`config.mk`:
```
export PLATFORM = sky130hd
export DESIGN_NAME = synopsys_ts_sensor_integration
export DESIGN_NICKNAME = d
export VERILOG_FILES = /design/src/rtl/synopsys_ts_pkg.sv /design/src/rtl/synopsys_ts_sensor_integration_ts_sensor_model.sv /design/src/rtl/synopsys_ts_sensor_integration.sv
export SDC_FILE = /design/constraint.sdc
export NUM_CORES = 1
export LEC_CHECK = 0
export BUFFER_PORTS_ARGS = -buffer_cell sky130_fd_sc_hd__buf_2
export CAP_MARGIN = 15
export CORE_ASPECT_RATIO = 1.75
export CORE_MARGIN = 2
export CORE_UTILIZATION = 42
export DETAILED_ROUTE_END_ITERATION = 8
export GPL_ROUTABILITY_DRIVEN = 0
export GPL_TIMING_DRIVEN = 1
export SETUP_SLACK_MARGIN = 0.02
export SYNTH_ARGS = -nofsm -noshare
export SYNTH_HDL_FRONTEND = slang
export SYNTH_SLANG_ARGS = --single-unit
export TNS_END_PERCENT = 10
```
`constraint.sdc`:
```
create_clock -name PCLK -period 3.8 [get_ports PCLK]
set_clock_uncertainty 0.2 [all_clocks]
set_input_delay 0.76 -clock PCLK [delete_from_list [all_inputs] [get_ports PCLK]]
set_output_delay 0.76 -clock PCLK [all_outputs]
set_load 0.01 [all_outputs]
```
`src/rtl/synopsys_ts_pkg.sv`:
```
// Shared definitions for the temperature-sensor APB integration layer:
// register offsets, field positions and the conversion-length helper.
package synopsys_ts_pkg;

   // Byte offsets of the four registers inside the 16-byte window
   localparam logic [3:0] OFF_CTRL   = 4'h0;
   localparam logic [3:0] OFF_STATUS = 4'h4;
   localparam logic [3:0] OFF_DATA   = 4'h8;
   localparam logic [3:0] OFF_CONFIG = 4'hC;

   // Word select taken from PADDR[3:2]; values match the offsets above
   typedef enum logic [1:0] {
      REG_CTRL   = 2'd0,
      REG_STATUS = 2'd1,
      REG_DATA   = 2'd2,
      REG_CONFIG = 2'd3
   } reg_sel_e;

   // CTRL bit indices
   localparam int CTRL_START_BIT  = 0;
   localparam int CTRL_CONT_BIT   = 1;
   localparam int CTRL_IRQ_EN_BIT = 2;

   // STATUS bit indices
   localparam int STATUS_BUSY_BIT = 0;
   localparam int STATUS_RDY_BIT  = 1;

   // CONFIG field positions and widths
   localparam int CONV_LSB = 0;
   localparam int CONV_W   = 16;
   localparam int TRIM_LSB = 16;
   localparam int TRIM_W   = 12;

   // Conversion result width
   localparam int RESULT_W = 12;

   // Default reset values of the CONFIG fields
   localparam logic [CONV_W-1:0] CONV_CYCLES_RESET_DEF = 16'd16;
   localparam logic [TRIM_W-1:0] TRIM_RESET_DEF        = 12'h000;

   // A programmed length of zero still takes one clock
   function automatic logic [CONV_W-1:0] conv_effective(input logic [CONV_W-1:0] conv);
      return (conv == '0) ? CONV_W'(1) : conv;
   endfunction

endpackage

```
`src/rtl/synopsys_ts_sensor_integration_ts_sensor_model.sv`:
```
// Deterministic digital stand-in for the analog temperature sensor.
// Owns the conversion length counter, BUSY, the completed-conversion
// index and the result arithmetic; the APB layer above only stores results.
module ts_sensor_model
   import synopsys_ts_pkg::*;
(
   input  logic                clk,
   input  logic                rst,
   input  logic                start_req,
   input  logic [CONV_W-1:0]   conv_cycles,
   input  logic [TRIM_W-1:0]   trim,
   output logic                busy,
   output logic                done,
   output logic [RESULT_W-1:0] result
);

   logic [CONV_W-1:0]   remaining;
   logic [TRIM_W-1:0]   trim_latched;
   logic [RESULT_W-1:0] conv_idx;

   // The last busy cycle is the one where a single clock is left
   assign done   = busy && (remaining == CONV_W'(1));
   assign result = RESULT_W'(trim_latched) + conv_idx;

   // Conversion sequencing: CONV and TRIM are captured at start so later CONFIG writes only affect the next run
   always_ff @(posedge clk or posedge rst) begin
      if (rst) begin
         busy         <= 1'b0;
         remaining    <= '0;
         trim_latched <= '0;
         conv_idx     <= '0;
      end else if (!busy) begin
         if (start_req) begin
            busy         <= 1'b1;
            remaining    <= conv_effective(conv_cycles);
            trim_latched <= trim;
         end
      end else if (done) begin
         busy     <= 1'b0;
         conv_idx <= conv_idx + RESULT_W'(1);
      end else begin
         remaining <= remaining - CONV_W'(1);
      end
   end

endmodule

```
`src/rtl/synopsys_ts_sensor_integration.sv`:
```
// Zero-wait-state APB slave wrapping the temperature sensor model.
// Holds CTRL/STATUS/DATA/CONFIG, the address decode and the ready interrupt.
// Optional build macro: SYNOPSYS_TS_PSLVERR_EN enables PSLVERR for writes
// to DATA and for misaligned accesses; without it PSLVERR is tied low.
// In both builds such accesses never change register state.
module synopsys_ts_sensor_integration
   import synopsys_ts_pkg::*;
#(
   parameter logic [CONV_W-1:0] CONV_CYCLES_RESET = CONV_CYCLES_RESET_DEF,
   parameter logic [TRIM_W-1:0] TRIM_RESET        = TRIM_RESET_DEF
) (
   input  logic        PCLK,
   input  logic        PRESET,
   input  logic        PSELx,
   input  logic [3:0]  PADDR,
   input  logic        PENABLE,
   input  logic [2:0]  PPROT,
   input  logic [3:0]  PSTRB,
   input  logic        PWRITE,
   input  logic [31:0] PWDATA,
   output logic [31:0] PRDATA,
   output logic        PREADY,
   output logic        PSLVERR,
   output logic        ts_vcal,
   output logic        ts_an_test_0,
   output logic        ts_an_test_1,
   output logic        ts_an_test_2,
   output logic        ts_an_test_3,
   output logic        ts_vss_sense,
   output logic        irq_ts_rdy
);

   logic                access;
   logic                aligned;
   reg_sel_e            reg_sel;
   logic                err_cond;
   logic                wr_en;
   logic                wr_ctrl;
   logic                wr_status;
   logic                wr_config;
   logic                start_pulse;
   logic                start_req;

   logic                cont_q;
   logic                irq_en_q;
   logic                rdy_q;
   logic                cont_restart;
   logic [RESULT_W-1:0] data_q;
   logic [CONV_W-1:0]   cfg_conv;
   logic [TRIM_W-1:0]   cfg_trim;

   logic                busy;
   logic                done;
   logic [RESULT_W-1:0] conv_result;

   logic                unused_bits;

   assign access    = PSELx & PENABLE;
   assign aligned   = (PADDR[1:0] == 2'b00);
   assign reg_sel   = reg_sel_e'(PADDR[3:2]);
   assign err_cond  = access & (!aligned | (PWRITE & (reg_sel == REG_DATA)));
   assign wr_en     = access & PWRITE & !err_cond;
   assign wr_ctrl   = wr_en & (reg_sel == REG_CTRL);
   assign wr_status = wr_en & (reg_sel == REG_STATUS);
   assign wr_config = wr_en & (reg_sel == REG_CONFIG);

   assign start_pulse = wr_ctrl & PSTRB[0] & PWDATA[CTRL_START_BIT];
   assign start_req   = start_pulse | cont_restart;

`ifdef SYNOPSYS_TS_PSLVERR_EN
   assign PSLVERR = err_cond;
`else
   assign PSLVERR = 1'b0;
`endif

   assign PREADY       = 1'b1;
   assign irq_ts_rdy   = rdy_q & irq_en_q;
   assign ts_vcal      = 1'b0;
   assign ts_an_test_0 = 1'b0;
   assign ts_an_test_1 = 1'b0;
   assign ts_an_test_2 = 1'b0;
   assign ts_an_test_3 = 1'b0;
   assign ts_vss_sense = 1'b0;

   assign unused_bits = ^{PPROT, PWDATA[31:28]};

   ts_sensor_model u_sensor (
      .clk         (PCLK),
      .rst         (PRESET),
      .start_req   (start_req),
      .conv_cycles (cfg_conv),
      .trim        (cfg_trim),
      .busy        (busy),
      .done        (done),
      .result      (conv_result)
   );

   // CTRL mode bits; START is a pulse and is never stored
   always_ff @(posedge PCLK or posedge PRESET) begin
      if (PRESET) begin
         cont_q   <= 1'b0;
         irq_en_q <= 1'b0;
      end else if (wr_ctrl && PSTRB[0]) begin
         cont_q   <= PWDATA[CTRL_CONT_BIT];
         irq_en_q <= PWDATA[CTRL_IRQ_EN_BIT];
      end
   end

   // Sticky RDY: completion sets it and beats a simultaneous write-1-to-clear
   always_ff @(posedge PCLK or posedge PRESET) begin
      if (PRESET) begin
         rdy_q <= 1'b0;
      end else if (done) begin
         rdy_q <= 1'b1;
      end else if (wr_status && PSTRB[0] && PWDATA[STATUS_RDY_BIT]) begin
         rdy_q <= 1'b0;
      end
   end

   // Capture each result and arm an automatic restart one edge later in continuous mode
   always_ff @(posedge PCLK or posedge PRESET) begin
      if (PRESET) begin
         data_q       <= '0;
         cont_restart <= 1'b0;
      end else begin
         cont_restart <= done & cont_q;
         if (done) begin
            data_q <= conv_result;
         end
      end
   end

   // CONFIG byte lanes, each gated by its own strobe
   always_ff @(posedge PCLK or posedge PRESET) begin
      if (PRESET) begin
         cfg_conv <= CONV_CYCLES_RESET;
         cfg_trim <= TRIM_RESET;
      end else if (wr_config) begin
         if (PSTRB[0]) cfg_conv[7:0]  <= PWDATA[CONV_LSB +: 8];
         if (PSTRB[1]) cfg_conv[15:8] <= PWDATA[CONV_LSB + 8 +: 8];
         if (PSTRB[2]) cfg_trim[7:0]  <= PWDATA[TRIM_LSB +: 8];
         if (PSTRB[3]) cfg_trim[11:8] <= PWDATA[TRIM_LSB + 8 +: 4];
      end
   end

   // Read mux, valid in both setup and access phases; misaligned reads return zero
   always_comb begin
      PRDATA = '0;
      if (PSELx && !PWRITE && aligned) begin
         case (reg_sel)
            REG_CTRL: begin
               PRDATA[CTRL_CONT_BIT]   = cont_q;
               PRDATA[CTRL_IRQ_EN_BIT] = irq_en_q;
            end
            REG_STATUS: begin
               PRDATA[STATUS_BUSY_BIT] = busy;
               PRDATA[STATUS_RDY_BIT]  = rdy_q;
            end
            REG_DATA: begin
               PRDATA[RESULT_W-1:0] = data_q;
            end
            REG_CONFIG: begin
               PRDATA[CONV_LSB +: CONV_W] = cfg_conv;
               PRDATA[TRIM_LSB +: TRIM_W] = cfg_trim;
            end
            default: PRDATA = '0;
         endcase
      end
   end

endmodule

```
==> metrics.md <==
| Metric | Value |
|---|---|
| Gr usage total | `0.197` |
| Row count | `51` |
| Hold_buf cts | `0` |
| Cell Area, Synth | `4730 um^2` |
| HPWL after detailed placement | `8.56 mm` |
| Max Cap Viol | `0` |
| Clk_lat worst skew | `0.34 ns` |
| Reg clk slew, reported paths | `0.06 ns` |
| Slowest library cell on the worst path | `and3_1` |
| Maximum VDD drop | `0.384 mV` |
| GRT overflow | `0` |
| Max Freq | `327 MHz` |
| Initial antenna violation count | `0` |
| Share of post-route cells with drive strength above 1 | `0.250` |
| Max Root-Sink Buffers | `2` |
| WL met3 | `404 um` |
| Top routing layer in use | `met4` |
| Diode count | `0` |
| Primary FF master, synth | `dfrtp_1` |
| Reg2reg setup slack | `0.98 ns` |
| Die area | `12200 um^2` |
| Via density | `5.42` |
| Clock root buffer | `clkbuf_16` |
| HP Class | `reg -> reg` |
| Yosys reg bits | `85` |
| Area Growth Syn to Fin | `15.8%` |
| Number of global-route vias before repair | `3861` |
| Run status | `complete, no violations` |
| EDFF count, synth | `0` |
| Setup TNS | `0 ns` |
| Fin. Hold Viols | `0` |
| Area share of the largest cell type after synthesis | `0.444` |
| Post-CTS setup buffers | `0` |
| CP Class | `in -> out` |
| Count leader, synth | `dfrtp_1` |
| Slew @ Worst Pin | `0.872 ns` |
| CTS tree | `built` |
| Num CTS Buffers | `9` |
| Worst hold margin | `0.274 ns` |
| Core footprint | `11000 um^2` |
| Post-synth cell types | `63` |
| Via count | `3710` |
| CTS resizes | `0` |
| Commonest cells in the netlist | `dfrtp_1 (84), nand2_1 (75), mux2_2 (34), nor2_1 (30), o21ai_0 (25)` |
| Synth Area per Inst | `9.86 um^2` |
| IO Port Bufs | `69` |
| Final setup viols | `0` |
| M1 WL | `4.35 mm` |
| Pwr dens | `410 nW/um^2` |
| Slew headroom | `0.418` |
| Initial Util | `0.429` |
| Async set-reset flop share out of synthesis | `1.00` |
| H-Tree Depth | `3` |
| CP Data Arrival Time | `2.10 ns` |
| Tmin final | `3.06 ns` |
| Fin crit share | `0.805` |
| Synth area leaders | `dfrtp_1 (44%), mux2_2 (8.1%), nand2_1 (5.9%), ha_1 (3.7%), and2_1 (2.6%)` |
| CP Max Fanout | `16` |
| First-pass GRT wire length | `18.7 mm` |
| Largest net degree at the start of global routing | `49` |
| CP cell instances | `buf_2 -> nor2_1 -> nand2_1 -> nor2_1 -> and3_1 -> and2_1 -> buf_2` |
| Seq/Total Area, Yosys | `0.450` |
| Worst setup SP type | `input pin` |
| Number of remaining DRC errors | `0` |
| Largest area contributor in the netlist | `dfrtp_1` |
| Fin. max-slew vios | `0` |
| Warnings, synthesis | `0` |
| ANT nets after route | `0` |
| Setup crit end kind | `primary output` |
| I/O pin cnt | `89` |
| Final wirelength | `11.5 mm` |
| WL met2 | `6.25 mm` |
| Critical Path Max Stage Delay | `0.52 ns` |
| Lkg Pwr | `2.66 nW` |
| Required time of the critical path | `2.84 ns` |
| Die H | `144 um` |
| DRT Pass-1 Iters | `5` |
| TritonCTS Sinks | `85` |
| RSZ-0062 raised after global routing | `false` |
| Gate Count Post-Synth | `480` |
| Nets | `613` |
| Routed len/inst | `16.7 um` |
| Iter 0 DRT Violations | `150` |
| Die width | `84.3 um` |
-- where the power goes --
part | leakage (nW) | internal [mW] | switching [mW]
Combinational | 1.38 | 0.128 | 0.162
Clock | 0.148 | 0.556 | 0.337
Sequential | 1.14 | 0.984 | 0.0829
-- per-stage QoR --
step | instances | instance area, um^2 | util | setup WS, ns | power, mW
5_1_grt | 685 | 5480 | 0.497 | 0.532 | 2.35
2_1_floorplan | 490 | 4770 | - | 0.648 | 1.27
4_1_cts | 685 | 5480 | 0.497 | 0.693 | 2.27
6_report | 685 | 5480 | 0.497 | 0.740 | 2.25
3_3_place_gp | 671 | 5180 | 0.469 | 0.715 | 1.36
3_5_place_dp | 671 | 5180 | 0.469 | 0.701 | 1.37
-- layout by cell type, fill, tap and decap left out, drive strengths merged, types with 4 or more instances in the layout --
master,n
a311oi,4
a211oi,5
clkbuf,13
xor2,7
ha,14
mux2i,10
and2,20
or4,4
mux2,34
xnor2,12
nor2,30
or3,4
nand3,14
conb,12
o21ai,26
inv,10
nor3,8
or2,5
and3,5
buf,78
a31oi,5
dfrtp,84
nand2,75
nor2b,7
nor4,11
a21oi,9
nand4,4
-- metal layers --
metal	global-route usage	up-vias
met4	0.113	0
met5	0	-
met3	0.0325	30
li1	-	1818
met1	0.215	1761
met2	0.359	101
-- path summary, 6_finish.rpt --
check,start,to,cells past startpoint
worst max-delay path,PADDR[1],PRDATA[19],7
worst min-delay path,data_q[2],data_q[2],2
worst max register to register,u_sensor.remaining[8],u_sensor.conv_idx[9],5
worst min register to register,data_q[2],data_q[2],2
max in group asynchronous,PRESET,cfg_conv[15],3
min in group asynchronous,PRESET,cfg_trim[1],2
-- sequential cells by signal (all words and copies together), names as in the netlist, 12 cells and up --
name,cells
data_q,12
cfg_conv,16
cfg_trim,12
u_sensor.remaining,16
u_sensor.conv_idx,12
u_sensor.trim_latched,12
-- worst max-delay path, delay by kind of cell --
kind / cells / cell delay, ns
and+or+nand+nor: 5 / 1.11
buffers and inverters: 2 / 0.22
-- area by class of cell --
cell class | count | area [um^2]
fill | 1082 | 5560
multi-input combinational | 365 | 2420
sequential | 85 | 2130
timing repair buffer | 78 | 425
clock buffer | 13 | 270
tap | 132 | 165
inverter | 11 | 42.5
clock inverter | 1 | 30.0
-- kinds of logic (layout without fill, tap and decap cells) --
kind of cell             after synthesis  count (layout)  share of synthesized area
buffers and inverters                 40             103                     0.0473
AND/OR/NAND/NOR                      194             194                      0.202
XOR/XNOR                              19              19                     0.0351
AO/OA/AOI/OAI                         80              80                      0.116
adder cells (fa/ha/maj)               15              15                     0.0412
other                                  2              12                    0.00159
flip-flops                            85              85                      0.450
multiplexers                          45              45                      0.107
(Power assumes the default switching activity.)
